===== config.mk =====
export PLATFORM = sky130hd
export DESIGN_NAME = dmem_ctrl
export DESIGN_NICKNAME = d
export VERILOG_FILES = /design/src/rtl/mem_pkg.sv /design/src/rtl/dmem_load_fmt.sv /design/src/rtl/dmem_ctrl.sv
export SDC_FILE = /design/constraint.sdc
export NUM_CORES = 1
export LEC_CHECK = 0
export ABC_AREA = 0
export BUFFER_PORTS_ARGS = -buffer_cell sky130_fd_sc_hd__buf_4
export CAP_MARGIN = 20
export CORE_MARGIN = 2
export CORE_UTILIZATION = 40
export CTS_CLUSTER_SIZE = 25
export DETAILED_ROUTE_END_ITERATION = 8
export HOLD_SLACK_MARGIN = 0.08
export MAX_ROUTING_LAYER = met4
export PLACE_DENSITY = 0.67
export SLEW_MARGIN = 40
export SYNTH_ARGS = -nofsm -noshare
export SYNTH_HDL_FRONTEND = slang
export SYNTH_SLANG_ARGS = --single-unit

===== constraint.sdc =====
create_clock -name clk -period 2.42 [get_ports clk]
set_input_delay 0.121 -clock clk [delete_from_list [all_inputs] [get_ports clk]]
set_output_delay 0.121 -clock clk [all_outputs]
set_load 0.02 [all_outputs]

===== src/rtl/mem_pkg.sv =====
`default_nettype none
// +------------------------------------------------------------------+
// | mem_pkg : shared types for the data-memory access stage          |
// | Rev 1.0 : initial release                                        |
// +------------------------------------------------------------------+
package mem_pkg;

    typedef logic        u1;
    typedef logic [3:0]  u4;
    typedef logic [31:0] u32;

    typedef enum logic [1:0] {
        MS_BYTE = 2'd0,
        MS_HALF = 2'd1,
        MS_WORD = 2'd2
    } memsize_t;

    typedef enum logic [1:0] {
        IDLE = 2'd0,
        WAIT = 2'd1,
        DONE = 2'd2
    } dmem_state_t;

    function automatic int cnt_width(input int cycles);
        return $clog2(cycles + 1);
    endfunction

endpackage
`default_nettype wire


===== src/rtl/dmem_load_fmt.sv =====
`default_nettype none
// +------------------------------------------------------------------+
// | dmem_load_fmt : lane select and sign/zero extension of load data |
// | Rev 1.0 : initial release                                        |
// +------------------------------------------------------------------+
module dmem_load_fmt
    import mem_pkg::*;
(
    input  u32         rdata,
    input  logic [1:0] offset,
    input  logic [1:0] size,
    input  u1          is_unsigned,
    output u32         fmt_data
);

    logic [7:0]  w_byte;
    logic [15:0] w_half;

    always_comb begin
        case (offset)
            2'd0:    w_byte = rdata[7:0];
            2'd1:    w_byte = rdata[15:8];
            2'd2:    w_byte = rdata[23:16];
            default: w_byte = rdata[31:24];
        endcase
        w_half = offset[1] ? rdata[31:16] : rdata[15:0];

        if (size == MS_BYTE)
            fmt_data = {{24{~is_unsigned & w_byte[7]}}, w_byte};
        else if (size == MS_HALF)
            fmt_data = {{16{~is_unsigned & w_half[15]}}, w_half};
        else
            fmt_data = rdata;
    end

endmodule
`default_nettype wire


===== src/rtl/dmem_ctrl.sv =====
`default_nettype none
// +------------------------------------------------------------------+
// | dmem_ctrl : load/store bus master with stall, misalign, timeout  |
// | Rev 1.0 : initial release                                        |
// +------------------------------------------------------------------+
module dmem_ctrl
    import mem_pkg::*;
#(
    parameter int TIMEOUT_CYCLES = 255
) (
    input  logic        clk,
    input  logic        reset,
    input  logic        memread,
    input  logic        memwrite,
    input  logic [1:0]  memsize,
    input  logic        memunsigned,
    input  logic [31:0] addr,
    input  logic [31:0] writedata,
    output logic [31:0] readdata,
    output logic        stall,
    output logic        misalign,
    output logic        buserr,
    output logic        bus_req,
    output logic        bus_we,
    output logic [31:0] bus_addr,
    output logic [3:0]  bus_be,
    output logic [31:0] bus_wdata,
    input  logic        bus_ready,
    input  logic [31:0] bus_rdata
);

    localparam int              c_cnt_w    = cnt_width(TIMEOUT_CYCLES);
    localparam logic [c_cnt_w-1:0] c_cnt_last = c_cnt_w'(TIMEOUT_CYCLES - 1);

    dmem_state_t         r_state;
    logic [c_cnt_w-1:0]  r_cnt;
    u32                  r_addr;
    u32                  r_wdata;
    u32                  r_rdata;
    logic [1:0]          r_size;
    u1                   r_uns;
    u1                   r_we;
    u1                   r_err;
    u4                   r_be;

    u1                   w_access;
    u1                   w_misalign;
    u1                   w_start;
    u4                   w_be;
    u32                  w_wdata;
    u32                  w_fmt;

    assign w_access   = memread | memwrite;
    assign w_misalign = w_access & (((memsize == MS_HALF) & addr[0]) |
                                    (memsize[1] & (addr[1:0] != 2'b00)));
    assign w_start    = w_access & ~w_misalign;

    // Loads always fetch the whole word; lanes are picked on the way back.
    always_comb begin
        w_be    = 4'b1111;
        w_wdata = writedata;
        if (memwrite) begin
            if (memsize == MS_BYTE) begin
                w_be    = 4'b0001 << addr[1:0];
                w_wdata = {4{writedata[7:0]}};
            end else if (memsize == MS_HALF) begin
                w_be    = addr[1] ? 4'b1100 : 4'b0011;
                w_wdata = {2{writedata[15:0]}};
            end
        end
    end

    always_ff @(posedge clk or negedge reset) begin
        if (!reset) begin
            r_state <= IDLE;
            r_cnt   <= '0;
            r_addr  <= '0;
            r_wdata <= '0;
            r_rdata <= '0;
            r_size  <= '0;
            r_uns   <= 1'b0;
            r_we    <= 1'b0;
            r_err   <= 1'b0;
            r_be    <= '0;
        end else begin
            case (r_state)
                IDLE: begin
                    if (w_start) begin
                        r_addr  <= addr;
                        r_size  <= memsize;
                        r_uns   <= memunsigned;
                        r_we    <= memwrite;
                        r_be    <= w_be;
                        r_wdata <= w_wdata;
                        r_cnt   <= '0;
                        r_err   <= 1'b0;
                        r_state <= WAIT;
                    end
                end
                WAIT: begin
                    if (bus_ready) begin
                        r_rdata <= bus_rdata;
                        r_state <= DONE;
                    end else if (r_cnt == c_cnt_last) begin
                        r_rdata <= '0;
                        r_err   <= 1'b1;
                        r_state <= DONE;
                    end else begin
                        r_cnt <= r_cnt + c_cnt_w'(1);
                    end
                end
                DONE:    r_state <= IDLE;
                default: r_state <= IDLE;
            endcase
        end
    end

    dmem_load_fmt u_load_fmt (
        .rdata       (r_rdata),
        .offset      (r_addr[1:0]),
        .size        (r_size),
        .is_unsigned (r_uns),
        .fmt_data    (w_fmt)
    );

    assign misalign  = w_misalign;
    assign stall     = (r_state == WAIT) | ((r_state == IDLE) & w_start);
    assign bus_req   = (r_state == WAIT);
    assign bus_we    = (r_state == WAIT) & r_we;
    assign bus_addr  = {r_addr[31:2], 2'b00};
    assign bus_be    = r_be;
    assign bus_wdata = r_wdata;
    assign buserr    = (r_state == DONE) & r_err;
    assign readdata  = ((r_state == DONE) && !r_err) ? w_fmt : '0;

endmodule
`default_nettype wire


==> results of run 1 <==
cells in the final DEF, fill, tap and decap left out, types with 3 or more instances in the layout:
cell type      instances
buf_4                221
nand2_1              164
dfrtp_1              113
dlygate4sd3_1        100
o21ai_0               45
a22o_1                32
mux2i_1               25
clkbuf_16             17
o22ai_1               15
inv_1                 14
a21o_1                14
nor2_1                12
nor3_1                10
a221oi_1               7
mux4_1                 7
a211oi_1               7
nand3_1                5
and3_1                 4
clkbuf_8               4
clkinvlp_4             4
nor2b_1                3
a21o_2                 3
a21oi_1                3
o211ai_1               3
clkinv_2               3
worst max-delay path: stages, from the launching register on:
cell	delay [ns]
dfrtp_1	0.47
mux4_2	0.52
a211o_1	0.30
nand2_1	0.23
a221oi_1	0.11
buf_4	0.18
layout make-up:
cell class | instances | area [µm²] | area share (%)
Clock inverter | 9 | 105 | 1.18
Tap cell | 184 | 230 | 2.58
Timing Repair Buffer | 323 | 2700 | 30.3
Inverter | 14 | 52.6 | 0.590
Sequential cell | 115 | 2880 | 32.3
Multi-Input combinational cell | 397 | 2460 | 27.6
Clock buffer | 21 | 480 | 5.39
power by group:
| group | total [µW] | leakage (µW) | switching, µW | internal (µW) |
|---|---|---|---|---|
| logic | 3980 | 0.00279 | 2130 | 1850 |
| registers | 3490 | 0.00142 | 758 | 2730 |
| clock network | 2450 | 0.000279 | 843 | 1600 |
| total | 9910 | 0.00449 | 3730 | 6190 |
repair_timing:
| item | in CTS | in global routing |
|---|---|---|
| resized for setup | 0 | 3 |
| hold buffers | 100 | 0 |
| hold endpoints to repair | 146 | 0 |
| setup endpoints to repair | 0 | 24 |
stage by stage:
stage / hold WS, ns / power (µW) / instances / utilization [%]
global route: 0.102 / 10400 / 1063 / 61.7
detailed placement: 0.178 / 7290 / 933 / 50.7
CTS: 0.0847 / 9910 / 1063 / 61.7
finish: 0.104 / 9910 / 1063 / 61.7
floorplan: -0.175 / 5930 / 602 / -
global placement: 0.165 / 7170 / 933 / 50.7
routing by layer:
metal / global-route usage, % / vias up
met4: 12.5 / 0
met3: 4.38 / 67
li1: - / 2594
met1: 29.4 / 2667
met5: - / -
met2: 38.2 / 271
cell families after synthesis:
group	after synthesis	share of synthesized area [%]
multiplexers	35	8.39
other	1	0.0641
adder cells (fa/ha/maj)	2	0.428
AO/OA/AOI/OAI	145	17.5
buffers and inverters	90	8.99
flip-flops	115	49.2
AND/OR/NAND/NOR	211	15.1
XOR/XNOR	2	0.300
path summary, 6_finish.rpt:
check | end | slack, ns | cells after the start
worst min-delay path | r_size[0] | 0.10 | 3
min in group asynchronous | bus_wdata[29] | 0.28 | 2
worst min register to register | r_we | 0.47 | 2
max in group asynchronous | r_addr[27] | 1.40 | 3
worst max register to register | bus_wdata[26] | 0.60 | 3
worst max-delay path | readdata[8] | 0.09 | 5
sequential cells by signal (all words and copies together) (netlist names):
signal	cells
r_uns	1
bus_wdata	32
r_cnt	8
r_addr	32
r_size	2
bus_be	4
r_state	2
r_rdata	32
r_we	1
r_err	1
==> summary.md, run 1 <==
| Metric | Value |
|---|---|
| Tcrit/Tclk final | 96.2% |
| Vias in the first global route | 5,709 |
| # H-tree levels | 4 |
| Critical Path Source | r_rdata[31] |
| Post-Place Setup Slack | 0.458 ns |
| Site Rows | 44 |
| GPL Wtd Cong | 0.904 |
| CTS max path bufs | 2 |
| Clk sinks | 115 |
| Iter 0 DRT Violations | a little under 500 |
| Unique masters post-synth | 52 |
| Synth top cells by count | 164 x nand2_1, 115 x dfrtp_1, 45 x o21ai_0 |
| Worst slew pin tran | about 0.6 ns |
| Clock transition at path regs | 0.05 ns |
| Height of the die | 125 µm |
| Share of layout cells above drive strength 1 | 30.7% |
| Postcts setup bufs | 0 |
| Yosys warns | 0 |
| Fraction of registers with async set/reset | 100% |
| Leading area contributor after synthesis | dfrtp_1 |
| RR Startpoint | r_state[0] |
| Number of max-cap violations | 0 |
| Area delta synth->final | 52.3% |
| Placed cell areas | 0.00732 mm² |
| Count of final hold-check violations | 0 |
| Final HPWL DP | 12.1 mm |
| Largest net degree at the start of global routing | 66 |
| Area contributors post-synth | dfrtp_1 49%, nand2_1 11%, buf_4 4.9% |
| M1 WL | 7.38 mm |
| Antenna violations before repair | 0 |
| Initial Utilization | 40.5% |
| Routed vias | 5,599 |
| Syn avg cell area | 9.73 µm² |
| Fin area | 0.00891 mm² |
| Fmax | approximately 0.43 GHz |
| Hold_sp | memsize[0] |
| Clk_lat worst skew | 0.41 ns |
| WP data required | 2.30 ns |
| Yosys reg bits | 115 |
| Final worst slack | 0.0927 ns |
| RSZ-0062 raised after global routing | false |
| Metal3 WL | 1.07 mm |
| Crit. End Element | primary output |
| Top-count cell post-synth | nand2_1 |
| Worst slew margin | between 50% and 60% |
| Gr usage total | roughly a quarter |
| Antenna Nets Post-Route | 0 |
| Final setup fails | 0 |
| CP arrival | roughly 2.2 ns |
| Diodes inserted | 0 |
| Cts bufs inserted | 17 |
| Setup_tns | 0 ns |
| DRC errors left | 0 |
| Filler Cell Count | 1,181 |
| Worst Hold Class | input port to flip-flop |
| Core area | about 0.014 mm² |
| Full die area | 0.0156 mm² |
| Final slew viol count | 0 |
| Die width | 125 µm |
| Mapped Cells | 601 |
| Synth Flop Type | dfrtp_1 |
| Area of the mapped netlist | 0.00585 mm² |
| CTS root buf | clkbuf_16 |
| Max layer used | met4 |
| Met2 wire len | about 8.8 mm |
| Layout net count | between 900 and 1,000 |
| P_leak | 0.00449 µW |
| 1st-pass router iterations | 5 |
| Final wirelength | approximately 18 mm |
| Fin Clk Skew | 0.00912 ns |
| First-pass GRT wire length | 29.2 mm |
| Post-synthesis sequential area ratio | 49.2% |
| CTS tree | built |
| VDD IR-drop max | 0.000562 V |
| Worst Setup Start Kind | flip-flop |
| Critical path fanouts, max | 8 |
| Critical setup path kind | flip-flop to primary output |
| Cell Pwr Density | 1110 mW/mm² |
| Gr ovfl total | 0 |
| Boundary Pins | approximately 210 |
| Shortest period the worst path allows | 2.33 ns |
| Mean routed wirelength per cell | 16.9 µm |
| Area share of the leading cell type in the synthesized netlist | just under 50% |
| EDFF count, synth | 0 |
| Run status | complete, no violations |
| I/O Buffers | 206 |
| Vias per cell | 5.27 |
No activity file was read; power rests on OpenSTA's default activity.
==> run 2, diff against run 1 <==
--- a/config.mk
+++ b/config.mk
@@ -11,4 +11,5 @@
 export CORE_MARGIN = 2
 export CORE_UTILIZATION = 40
+export CTS_BUF_LIST = sky130_fd_sc_hd__clkbuf_8
 export CTS_CLUSTER_SIZE = 25
 export DETAILED_ROUTE_END_ITERATION = 8
==> constraint.sdc (replaced) <==
create_clock -name clk -period 2.42 [get_ports clk]
set_input_delay 0 -clock clk [delete_from_list [all_inputs] [get_ports clk]]
set_output_delay 0 -clock clk [all_outputs]
set_load 0.02 [all_outputs]
==> run 2 against run 1 <==
Compared with the run above:
- hold slack improved by 0.027 ns
- sequential cell count stayed put
- clock power down 26%
- sequential power barely moved
- final cell count grew 0.56%
- non-clock buffer count grew 5
==> summary.md, run 2 (same netlist as run 1, synthesis figures left out) <==
| Metric | Value |
|---|---|
| Run status | complete, no violations |
| CP arrival | 2.27 ns |
| WP data required | 2.42 ns |
| Routed vias | 5,572 |
| M1 WL | 6.95 mm |
| Site Rows | 44 |
| Layout net count | 979 |
| Fmax | 0.441 GHz |
| Crit. End Element | primary output |
| Hold Slack | roughly 0.13 ns |
| Worst slew pin tran | about 0.53 ns |
| I/O Buffers | 206 |
| Fin Clk Skew | 0.00977 ns |
| First-pass GRT wire length | 28.8 mm |
| VDD IR-drop max | approximately 0.0006 V |
| CTS tree | built |
| Worst Hold Class | input port to async pin |
| Critical path cell sequence | mux4_2, a211o_1, nand2_1, a221oi_1, buf_4 |
| Metal3 WL | approximately 1.2 mm |
| Area delta synth->final | 50.1% |
| Critical path fanouts, max | 8 |
| Boundary Pins | 209 |
| Cts bufs inserted | 17 |
| Diodes inserted | 0 |
| Cell Pwr Density | approximately 1100 mW/mm² |
| DRC errors left | 0 |
| Core area | 0.0144 mm² |
| Antenna Nets Post-Route | 0 |
| Die width | 125 µm |
| Final setup fails | 0 |
| Gr usage total | 23.7% |
| R2R depth | 4 |
| Slowest cell delay on critical path | 0.51 ns |
| R2r setup slk | 0.63 ns |
| Met2 wire len | 8.89 mm |
| Worst Setup Start Kind | flip-flop |
| Antenna violations before repair | 0 |
| Final wirelength | 17.7 mm |
| Tcrit/Tclk final | 93.8% |
| Critical setup path kind | flip-flop to primary output |
| RSZ-0062 raised after global routing | false |
| Final slew viol count | 0 |
| Iter 0 DRT Violations | 453 |
| Final HPWL DP | 11.7 mm |
| Largest net degree at the start of global routing | 70 |
| Clock transition at path regs | 0.07 ns |
| Count of final hold-check violations | 0 |
| Number of max-cap violations | 0 |
| P_leak | 0.00445 µW |
| Commonest non-fill, non-tap cells in the layout | 221 x buf_4, 164 x nand2_1, 113 x dfrtp_1 |
| CTS root buf | clkbuf_8 |
| CTS max path bufs | 2 |
| Worst slew margin | 64.4% |
| Clk_lat worst skew | 0.43 ns |
| Vias in the first global route | around 5,700 |
| Max layer used | met4 |
| Vias per cell | 5.21 |
| Height of the die | 125 µm |
| Initial Utilization | between 40% and 50% |
| Clk sinks | 115 |
| Share of layout cells above drive strength 1 | approximately 30% |
| CP max-delay cell | mux4_2 |
| Full die area | 0.0156 mm² |
| Leading cell type in the layout, fill and taps excluded | buf_4 |
| Shortest period the worst path allows | 2.27 ns |
| Setup_tns | 0 ns |
| GPL Wtd Cong | around 0.94 |
| Mean routed wirelength per cell | 16.6 µm |
| 1st-pass router iterations | 5 |
| Gr ovfl total | 0 |
| # H-tree levels | 4 |
==> run 2: metal layers <==
layer | vias to the layer above | GRT usage, %
li1 | 2601 | -
met5 | - | -
met1 | 2678 | 28.0
met2 | 240 | 38.8
met3 | 53 | 4.73
met4 | 0 | 11.6
==> run 2: path summary, 6_finish.rpt <==
kind	start	end
max in group asynchronous	reset	r_addr[0]
worst max-delay path	r_rdata[31]	readdata[10]
worst max register to register	r_state[0]	bus_wdata[30]
min in group clk	addr[8]	r_addr[8]
worst min-delay path	reset	bus_wdata[14]
worst min register to register	r_we	r_we
==> run 2: critical path: cells and delay by family (launching register included) <==
family / cells / cell delay [ns]
AOI/OAI and AO/OA: 2 / 0.43
buffers and inverters: 1 / 0.18
muxes: 1 / 0.51
DFF: 1 / 0.47
and+or+nand+nor: 1 / 0.25
==> run 2: per-stage QoR <==
step	utilization [%]	power (µW)	instance area, µm²	worst slack (ns)	cells
2_1_floorplan	-	5930	5850	0.684	602
3_3_place_gp	50.5	7140	7280	0.466	930
3_5_place_dp	50.5	7250	7280	0.427	930
4_1_cts	60.6	9210	8750	0.0989	1066
5_1_grt	60.8	9820	8780	0.0535	1069
6_report	60.8	9260	8780	0.151	1069
==> run 2: cell type report <==
type,instances,area [µm²]
Timing Repair Buffer,328,2740
Clock inverter,4,42.5
Tap cell,184,230
Fill cell,1184,5650
Sequential cell,115,2880
Inverter,14,52.6
Multi-Input combinational cell,397,2460
Clock buffer,27,372
==> run 2: power by group <==
part	internal [µW]	leakage (µW)	total, µW	switching [µW]
combinational	1860	0.00281	3970	2110
sequential	2730	0.00142	3480	754
clock	1070	0.000223	1810	732
total	5660	0.00445	9260	3600
==> run 2: what timing repair did <==
action,in CTS,in global routing
endpoints found under the hold margin,166,0
resized for setup,1,2
hold buffers,105,0
setup buffers,0,3
endpoints found under the setup margin,8,10
